==> src/rtl/sys_arr_pkg.sv <==
// Shared definitions for the systolic array controller: default geometry,
// controller state encoding and lane/PE container types.
package sys_arr_pkg;

    localparam int DEF_N      = 2;
    localparam int DEF_ADDR_W = 8;
    localparam int DEF_DATA_W = 32;

    typedef enum logic [2:0] {
        IDLE  = 3'd0,
        CLR   = 3'd1,
        FEED  = 3'd2,
        DRAIN = 3'd3,
        DONE  = 3'd4
    } ctrl_state_t;

    // One fp32 lane word and the per-PE mask, for the default geometry.
    typedef logic [DEF_DATA_W-1:0]      lane_data_t;
    typedef logic [DEF_N*DEF_N-1:0]     pe_mask_t;

endpackage

==> src/rtl/systolic_win_gen.sv <==
// PE window generator: PE [i][j] is enabled for k_len cycles starting at
// global cycle OFFSET+i+j, which reproduces the diagonal wavefront of the
// skewed operand streams. Bit i*N+j of mask_o belongs to PE [i][j].
module systolic_win_gen
    import sys_arr_pkg::*;
#(
    parameter int N      = DEF_N,
    parameter int ADDR_W = DEF_ADDR_W,
    parameter int CNT_W  = DEF_ADDR_W + 4,
    parameter int OFFSET = 1
) (
    input  logic              run_i,
    input  logic [CNT_W-1:0]  g_i,
    input  logic [ADDR_W-1:0] k_len_i,
    output logic [N*N-1:0]    mask_o
);

    // Per-PE window compare: OFFSET+i+j <= g < OFFSET+i+j+k_len.
    always_comb begin
        mask_o = '0;
        for (int i = 0; i < N; i++) begin
            for (int j = 0; j < N; j++) begin
                if (run_i
                    && (g_i >= CNT_W'(OFFSET + i + j))
                    && (g_i <  CNT_W'(OFFSET + i + j) + CNT_W'(k_len_i))) begin
                    mask_o[i*N+j] = 1'b1;
                end else begin
                    mask_o[i*N+j] = 1'b0;
                end
            end
        end
    end

endmodule

==> src/rtl/systolic_arr_ctrl.sv <==
// Systolic array sequencer: runs one N x N multiply C = A x W over inner
// dimension k_len. It owns the operand RAMs for the duration of the run,
// issues skewed per-lane reads, gates RAM data into the array with zeros
// outside the valid window, drives the PE mult/accum enables and clears,
// and pulses done at the end.
// Optional: define SYS_ARR_CTRL_PERF_EN to build the run-length counter on
// perf_cycles; otherwise perf_cycles is constant zero.
module systolic_arr_ctrl
    import sys_arr_pkg::*;
#(
    parameter int N        = DEF_N,
    parameter int ADDR_W   = DEF_ADDR_W,
    parameter int DATA_W   = DEF_DATA_W,
    parameter int RD_LAT   = 1,
    parameter int MULT_LAT = 1,
    parameter int ACC_LAT  = 1
) (
    input  logic                clk,
    input  logic                rst_n,
    input  logic                start,
    input  logic [ADDR_W-1:0]   k_len,
    input  logic [ADDR_W-1:0]   a_base,
    input  logic [ADDR_W-1:0]   w_base,
    output logic                ram_own,
    output logic [N*ADDR_W-1:0] ram_a_addr,
    output logic [N*ADDR_W-1:0] ram_w_addr,
    output logic [N-1:0]        ram_a_rden,
    output logic [N-1:0]        ram_w_rden,
    input  logic [N*DATA_W-1:0] ram_a_q,
    input  logic [N*DATA_W-1:0] ram_w_q,
    output logic [N*DATA_W-1:0] a_in,
    output logic [N*DATA_W-1:0] w_in,
    output logic [N*N-1:0]      en_mult,
    output logic [N*N-1:0]      clr_mult,
    output logic [N*N-1:0]      en_accum,
    output logic [N*N-1:0]      clr_accum,
    output logic                busy,
    output logic                done,
    output logic [15:0]         perf_cycles
);

    // Counter headroom: g reaches k_len plus the pipeline tail.
    localparam int CNT_W      = ADDR_W + 4;
    // g offset past k_len at which the last accumulation has settled.
    localparam int DRAIN_TAIL = RD_LAT + MULT_LAT + 2*(N-1) + ACC_LAT - 1;

    ctrl_state_t              state_q, state_d;
    logic [CNT_W-1:0]         g_q, g_d;
    logic [ADDR_W-1:0]        k_len_q, k_len_d;
    logic [ADDR_W-1:0]        a_base_q, a_base_d;
    logic [ADDR_W-1:0]        w_base_q, w_base_d;
    logic [N*ADDR_W-1:0]      a_hold_q, w_hold_q;
    logic [RD_LAT-1:0][N-1:0] act_dly_q;

    logic                     accept_s;
    logic                     run_s;
    logic [N-1:0]             act_s;
    logic [CNT_W-1:0]         feed_last_s;
    logic [CNT_W-1:0]         drain_last_s;

    assign accept_s     = (state_q == IDLE) && start;
    assign run_s        = (state_q == FEED) || (state_q == DRAIN);
    // While feeding, the stream counter t is the same as g.
    assign feed_last_s  = CNT_W'(k_len_q) + CNT_W'(N) - CNT_W'(2);
    assign drain_last_s = CNT_W'(k_len_q) + CNT_W'(DRAIN_TAIL);

    // Next-state logic: sequencing, stream counter and start-time operand latch.
    always_comb begin
        state_d  = state_q;
        g_d      = g_q;
        k_len_d  = k_len_q;
        a_base_d = a_base_q;
        w_base_d = w_base_q;
        case (state_q)
            IDLE: begin
                if (start) begin
                    state_d  = CLR;
                    k_len_d  = k_len;
                    a_base_d = a_base;
                    w_base_d = w_base;
                end else begin
                    state_d  = IDLE;
                end
            end
            CLR: begin
                g_d = '0;
                if (k_len_q == '0) begin
                    state_d = DONE;
                end else begin
                    state_d = FEED;
                end
            end
            FEED: begin
                g_d = g_q + CNT_W'(1);
                if (g_q == feed_last_s) begin
                    state_d = DRAIN;
                end else begin
                    state_d = FEED;
                end
            end
            DRAIN: begin
                g_d = g_q + CNT_W'(1);
                if (g_q == drain_last_s) begin
                    state_d = DONE;
                end else begin
                    state_d = DRAIN;
                end
            end
            DONE: begin
                g_d     = '0;
                state_d = IDLE;
            end
            default: begin
                g_d     = '0;
                state_d = IDLE;
            end
        endcase
    end

    // Control state registers with synchronous active-low reset.
    always_ff @(posedge clk) begin
        if (!rst_n) begin
            state_q  <= IDLE;
            g_q      <= '0;
            k_len_q  <= '0;
            a_base_q <= '0;
            w_base_q <= '0;
        end else begin
            state_q  <= state_d;
            g_q      <= g_d;
            k_len_q  <= k_len_d;
            a_base_q <= a_base_d;
            w_base_q <= w_base_d;
        end
    end

    // Lane i reads during FEED while i <= t <= i+k_len-1.
    always_comb begin
        act_s = '0;
        for (int i = 0; i < N; i++) begin
            if ((state_q == FEED)
                && (g_q >= CNT_W'(i))
                && ((g_q - CNT_W'(i)) < CNT_W'(k_len_q))) begin
                act_s[i] = 1'b1;
            end else begin
                act_s[i] = 1'b0;
            end
        end
    end

    // Per-lane addresses: base+(t-i) while active (wrapping), else hold last value.
    always_comb begin
        ram_a_addr = a_hold_q;
        ram_w_addr = w_hold_q;
        for (int i = 0; i < N; i++) begin
            if (act_s[i]) begin
                ram_a_addr[i*ADDR_W +: ADDR_W] = a_base_q + ADDR_W'(g_q - CNT_W'(i));
                ram_w_addr[i*ADDR_W +: ADDR_W] = w_base_q + ADDR_W'(g_q - CNT_W'(i));
            end else begin
                ram_a_addr[i*ADDR_W +: ADDR_W] = a_hold_q[i*ADDR_W +: ADDR_W];
                ram_w_addr[i*ADDR_W +: ADDR_W] = w_hold_q[i*ADDR_W +: ADDR_W];
            end
        end
    end

    assign ram_a_rden = act_s;
    assign ram_w_rden = act_s;

    // Address hold registers and RD_LAT-deep lane-active delay line.
    always_ff @(posedge clk) begin
        if (!rst_n) begin
            a_hold_q  <= '0;
            w_hold_q  <= '0;
            act_dly_q <= '0;
        end else begin
            a_hold_q     <= ram_a_addr;
            w_hold_q     <= ram_w_addr;
            act_dly_q[0] <= act_s;
            for (int k = 1; k < RD_LAT; k++) begin
                act_dly_q[k] <= act_dly_q[k-1];
            end
        end
    end

    // Pass RAM data into the array only when it answers an active read.
    always_comb begin
        a_in = '0;
        w_in = '0;
        for (int i = 0; i < N; i++) begin
            if (act_dly_q[RD_LAT-1][i]) begin
                a_in[i*DATA_W +: DATA_W] = ram_a_q[i*DATA_W +: DATA_W];
                w_in[i*DATA_W +: DATA_W] = ram_w_q[i*DATA_W +: DATA_W];
            end else begin
                a_in[i*DATA_W +: DATA_W] = '0;
                w_in[i*DATA_W +: DATA_W] = '0;
            end
        end
    end

    systolic_win_gen #(
        .N      (N),
        .ADDR_W (ADDR_W),
        .CNT_W  (CNT_W),
        .OFFSET (RD_LAT)
    ) u_win_mult (
        .run_i   (run_s),
        .g_i     (g_q),
        .k_len_i (k_len_q),
        .mask_o  (en_mult)
    );

    systolic_win_gen #(
        .N      (N),
        .ADDR_W (ADDR_W),
        .CNT_W  (CNT_W),
        .OFFSET (RD_LAT + MULT_LAT)
    ) u_win_accum (
        .run_i   (run_s),
        .g_i     (g_q),
        .k_len_i (k_len_q),
        .mask_o  (en_accum)
    );

    // Clears only exist in CLR, so they can never coincide with an enable.
    assign clr_mult  = {(N*N){state_q == CLR}};
    assign clr_accum = {(N*N){state_q == CLR}};

    // Busy/ownership rise in the accepting cycle and cover the done cycle.
    assign busy    = (state_q != IDLE) || accept_s;
    assign ram_own = busy;
    assign done    = (state_q == DONE);

`ifdef SYS_ARR_CTRL_PERF_EN
    logic [15:0] perf_q, perf_d;

    // Run-length counter: the accepting cycle counts as 1, frozen from done on.
    always_comb begin
        perf_d = perf_q;
        if (accept_s) begin
            perf_d = 16'd1;
        end else if ((state_q != IDLE) && (state_q != DONE)) begin
            if (perf_q != 16'hFFFF) begin
                perf_d = perf_q + 16'd1;
            end else begin
                perf_d = perf_q;
            end
        end else begin
            perf_d = perf_q;
        end
    end

    // Run-length counter register.
    always_ff @(posedge clk) begin
        if (!rst_n) begin
            perf_q <= 16'd0;
        end else begin
            perf_q <= perf_d;
        end
    end

    assign perf_cycles = perf_q;
`else
    assign perf_cycles = 16'd0;
`endif

endmodule

==> config.mk <==
export PLATFORM = sky130hd
export DESIGN_NAME = systolic_arr_ctrl
export DESIGN_NICKNAME = d
export VERILOG_FILES = /design/src/rtl/sys_arr_pkg.sv /design/src/rtl/systolic_win_gen.sv /design/src/rtl/systolic_arr_ctrl.sv
export SDC_FILE = /design/constraint.sdc
export NUM_CORES = 1
export LEC_CHECK = 0
export CORE_MARGIN = 5
export CORE_UTILIZATION = 42
export DETAILED_ROUTE_END_ITERATION = 8
export GPL_ROUTABILITY_DRIVEN = 0
export PLACE_DENSITY = 0.85
export SYNTH_ARGS = -nofsm -noshare
export SYNTH_HDL_FRONTEND = slang
export SYNTH_SLANG_ARGS = --single-unit
==> constraint.sdc <==
create_clock -name clk -period 4.55 [get_ports clk]
set_input_delay 0.91 -clock clk [delete_from_list [all_inputs] [get_ports clk]]
set_output_delay 0.91 -clock clk [all_outputs]
set_load 0.02 [all_outputs]
* Word level (Yosys, flattened, before mapping)
Index checks and enable logic that the tools add are counted.
Word-level totals: register bits after elaboration 73, word-level logic and storage cells 76
Operators by class: add/subtract/negate cells 11, magnitude comparators 11, equal/unequal tests 6, multiplexer cells 20, reduce and logical (&&, ||, !) cells 20
Operators by type and width (count):
- $mux 32 | 4
- $lt 12x12->1 | 4
- $add 8x8->8 | 4
- $mux 8 | 4
- $eq 12x12->1 | 2
- $ge 12x1->1 const B | 2
- $ge 12x2->1 const B | 2
- $lt 12x8->1 | 2
- $pmux 12 s2 | 1
- $add 2x8->9 const A | 2
- $logic_and 1x1->1 | 13
- $add 12x1->12 const B | 1
- $ge 12x3->1 const B | 1
- $pmux 3 s4 | 1
- $sub 12x1->12 const B | 1
- $sub 12x2->12 const B | 1
- $add 1x8->9 const A | 1
- $add 3x8->9 const A | 1
- $logic_not 8->1 | 1
- $mux 1 | 8
- $eq 3x2->1 const B | 2
- $mux 3 | 2
- $eq 3x1->1 const B | 1
- $eq 3x3->1 const B | 1
- 5 further kinds | 6

* Logic depth before layout (Yosys ltp)
depth after elaboration 5, gate-level depth with buffers 13

* Modules after synthesis
Synthesis repeated with hierarchy kept, for this count alone.
Unflattened totals: cells, all modules 970, area total of the unflattened synthesis 7639.8 µm²
Modules (own cells, without submodules):
- systolic_arr_ctrl | times used 1, cells each 732, area an instance 5869.4 µm²
- systolic_win_gen (u_win_mult) | times used 1, cells each 124, area an instance 905.9 µm²
- systolic_win_gen (u_win_accum) | times used 1, cells each 114, area an instance 864.6 µm²

* Worst setup path before layout
OpenSTA, ideal clock, no wires.
path type register to output, from register g_q[1], to output ram_a_addr[10], data arrival time 3.039 ns, setup slack 0.601 ns, stages on the path, launching flop included 12, cell sequence dfxtp_1 inv_1 ha_1 nand2_1 nor3_1 xor2_1 ha_1 a21o_1 a221o_1 nor3_4 buf_12 mux2_4
On the way: cells in the longest elaborated chain, start to end 5
RTL lines:
- start: declaration | line systolic_arr_ctrl.sv:48 | logic [CNT_W-1:0] g_q, g_d;
- start signal: assignment | line systolic_arr_ctrl.sv:130 | g_q <= g_d;
- $sub 12x1->12 / $ge 12x1->1 (equally long branches) | line systolic_arr_ctrl.sv:157, systolic_arr_ctrl.sv:142
- $lt 12x8->1 / $logic_and 1x1->1 (equally long branches) | line systolic_arr_ctrl.sv:143, systolic_arr_ctrl.sv:142
- $logic_and 1x1->1 * | line systolic_arr_ctrl.sv:143 | && ((g_q - CNT_W'(i)) < CNT_W'(k_len_q))) begin
- $mux 1 * | line systolic_arr_ctrl.sv:141 | if ((state_q == FEED)
- net ram_a_rden[1] | line systolic_arr_ctrl.sv:27 | output logic [N-1:0] ram_a_rden,
- $mux 8 * | line systolic_arr_ctrl.sv:156 | if (act_s[i]) begin
- end: declaration | line systolic_arr_ctrl.sv:25 | output logic [N*ADDR_W-1:0] ram_a_addr,
Mark *: on every way through the listed nets, which the timed path passes. The rest lies on a longest branch.

* Final worst setup path
from register g_q[1], to output ram_w_addr[14]
On the way: cells in the longest elaborated chain, start to end 5
RTL lines:
- $sub 12x1->12 / $ge 12x1->1 (equally long branches) | line systolic_arr_ctrl.sv:158, systolic_arr_ctrl.sv:142
- $lt 12x8->1 / $logic_and 1x1->1 (equally long branches) | line systolic_arr_ctrl.sv:143, systolic_arr_ctrl.sv:142
- $logic_and 1x1->1 | line systolic_arr_ctrl.sv:143
- $mux 1 | line systolic_arr_ctrl.sv:141
- $mux 8 * | line systolic_arr_ctrl.sv:156
- end: declaration | line systolic_arr_ctrl.sv:26 | output logic [N*ADDR_W-1:0] ram_w_addr,
Every way passes the cells marked *; elsewhere a longest branch is shown, timed or not.

==> results.md <==
* Final Routed Wirelength at 27200 um
* Tot GR Track Use at 0.255
* Clock buffer depth at 2
* Slowest cell on the critical path: or4_4
* Clk_skew at 0.00706 ns
* HPWL after detailed placement at 21700 um
* Highest-count cells in the layout ignoring fill and taps: clkdlybuf4s50_1, and2_1, ha_1
* Setup violations, final at 0
* Tcrit/Tclk final at 0.966
* FILL cells at 1408
* Initial antenna violation count at 0
* Core area at 17200 um^2
* Met2 GRT Util at 0.426
* Async SR Flop Fraction at 0
* Crit path DAT at 3.48 ns
* Outcome: finished, final reports clean
* DR WL/cell at 18.8 um
* Port bufs at 337
* Final Max Slew Viols at 0
* Fmax at 0.228 GHz
* Layout area overhead at 53.2%
* Peak supply drop at 0.180 mV
* Post-Syn Area per Cell at 8.09 um^2
* Post-synth top area share at 0.201
* GRT overflow at 0
* Clock transition at path regs at 0.06 ns
* GRT busiest layer: met2
* CP endpoint kind: primary output
* Hold Path Class: register to register
* Met3 Track Usage GR at 0.0593
* Worst-path fanout max at 5
* Post-route DRC at 0
* Largest net degree at the start of global routing at 65
* Synth warn at 0
* Hold_ws at 0.510 ns
* Critical path class: register to primary output
* Slew headroom at 0.316
* Starting Density at 0.424
* Footprint of the multi-input gates at 5310 um^2
* CTS Root Cell: clkbuf_16
* Lkg Pwr at 4.65 nW
* Layout Nets at 1463
* Syn Std Cell Area at 7280 um^2
* Max capacitance violation total at 0
* First-pass iteration count of the detailed router at 5
* Final Instance Area at 11200 um^2
* CTS tree: yes
* Crit-path cells: or4_4, nor4_4, xnor2_1, inv_1, ha_1, nor3_1, nand2_1, a221o_1, nor3_4, buf_4, clkbuf_16, mux2_4, dlygate4sd2_1
* Clk_lat worst skew at 0.35 ns
* Pwr dens at 226 nW/um^2
* Ports at 354
* Total die area at 20100 um^2
* Top delay family on crit path: simple AND/OR/NAND/NOR gates
* Area leader, netlist: dfxtp_1
* Yosys reg bits at 73
* CTS buffer count at 9
* Die Y at 142 um
* Routed vias at 7485
* Seq/Total Area, Yosys at 0.201
* Dpl cell area at 10700 um^2
* Number of synthesized flops with an enable pin at 0
* Initial drt markers at 463
* CP startpoint kind: register
* Met1 Resource Use GR at 0.327
* Crit path time final at 4.39 ns
* Req. time, crit path at 3.64 ns
* H-tree levels at 3
* Vias/cell at 5.17
* WP buf/inv at 4
* Layout cells sized above 1 at 0.0786
* Most common flop cell mapped by yosys: dfxtp_1
* Most common cell after layout, fill and taps aside: clkdlybuf4s50_1
* Vias in the first global route at 7246
* Slowest stage delay, CP at 0.58 ns
* Least-Margin Pin Slew at 1.02 ns
* Register area at 1460 um^2
* Horiz. Die Dim at 142 um
* Top cells by area, synth: dfxtp_1, ha_1, and2_1
* # rows at 48
* Final hold vios at 0
* CTS Hold Bufs at 0
* Antenna Violating Nets Remaining at 0
* Sink Count at 73
* Synth cell types at 62
* First-pass GRT wire length at 40700 um
* Ant. Diodes at 0
* Cells after Synth at 900
## flip-flops by register name (all words and copies together), names as in the netlist
name / count
a_base_q: 8
w_hold_q: 16
a_hold_q: 16
g_q: 12
state_q: 3
act_dly_q: 2
k_len_q: 8
w_base_q: 8
## kinds of logic (layout without fill, tap and decap cells)
logic type / Yosys count / after routing / synth area share
simple gates: 398 / 398 / 0.309
flops: 73 / 73 / 0.201
mux: 30 / 30 / 0.0492
fa+ha+maj: 91 / 91 / 0.161
compound gates: 140 / 140 / 0.132
other cells: 1 / 16 / 0.000515
xor+xnor: 55 / 55 / 0.0672
buf+inv: 112 / 419 / 0.0808
## where the power goes
| group | leakage [nW] | internal (mW) | total (mW) | switching (mW) |
|---|---|---|---|---|
| sequential | 0.593 | 0.671 | 0.714 | 0.0435 |
| combinational | 3.90 | 0.479 | 1.00 | 0.525 |
| clock | 0.159 | 0.497 | 0.799 | 0.301 |
## cell usage after synthesis (11+ instances only)
library cell    n
a21boi_0       26
a21oi_1        38
and2_1        164
buf_4          34
clkbuf_1       36
dfxtp_1        73
ha_1           87
inv_1          29
mux2_2         14
nand2_1        65
nand3_1        17
nand4_1        11
nor2_1         39
nor2b_1        21
nor3_1         19
o21a_1         17
o21ai_0        16
xnor2_1        39
xor2_1         15
## repair_timing
| item | in CTS | in global routing |
|---|---|---|
| buffers inserted | 0 | 6 |
| gates cloned | 0 | 2 |
| endpoints found under the setup margin | 16 | 27 |
| gates resized for setup | 16 | 5 |
| pin swaps | 0 | 3 |
## area by class of cell
cell class                 instances  area share
clock buffer                      10      0.0214
clock inverter                     6     0.00808
inverter                          31      0.0108
multi-input combinational        730       0.476
sequential                        73       0.131
tap                              225      0.0252
timing repair buffer             372       0.327
## metal layers
layer | vias up | part of all wire
met3 | 40 | 0.083
met5 | - | 0
met1 | 3504 | 0.41
met4 | 0 | 0.026
met2 | 295 | 0.48
li1 | 3646 | -
## worst register-to-register path: cells and delay by family, from the launching register on
family	cells	cell delay (ns)
mux	1	0.31
compound gates	1	0.32
xor+xnor	1	0.17
simple gates	6	1.25
flops	1	0.35
fa+ha+maj	1	0.18
buf+inv	3	0.39
## metrics by stage
step	TNS, ns	utilization	setup WS [ns]	power (mW)	instances
global route	-0.0100	0.649	-0.00543	2.63	1447
floorplan	0	-	0.601	1.32	915
finish	0	0.649	0.157	2.52	1447
CTS	0	0.643	0.0405	2.51	1439
global placement	0	0.625	0.277	1.69	1423
detailed placement	0	0.625	0.234	1.71	1423
## worst paths after layout
| kind | start | end | slack [ns] | depth (start not counted) |
|---|---|---|---|---|
| setup / recovery | g_q[1] | ram_w_addr[14] | 0.16 | 13 |
| hold / removal | k_len_q[0] | k_len_q[0] | 0.51 | 2 |
| setup reg to reg | g_q[1] | w_hold_q[14] | 1.49 | 13 |
| hold reg to reg | k_len_q[0] | k_len_q[0] | 0.51 | 2 |
Note: power is estimated with default switching activity, not from simulation.
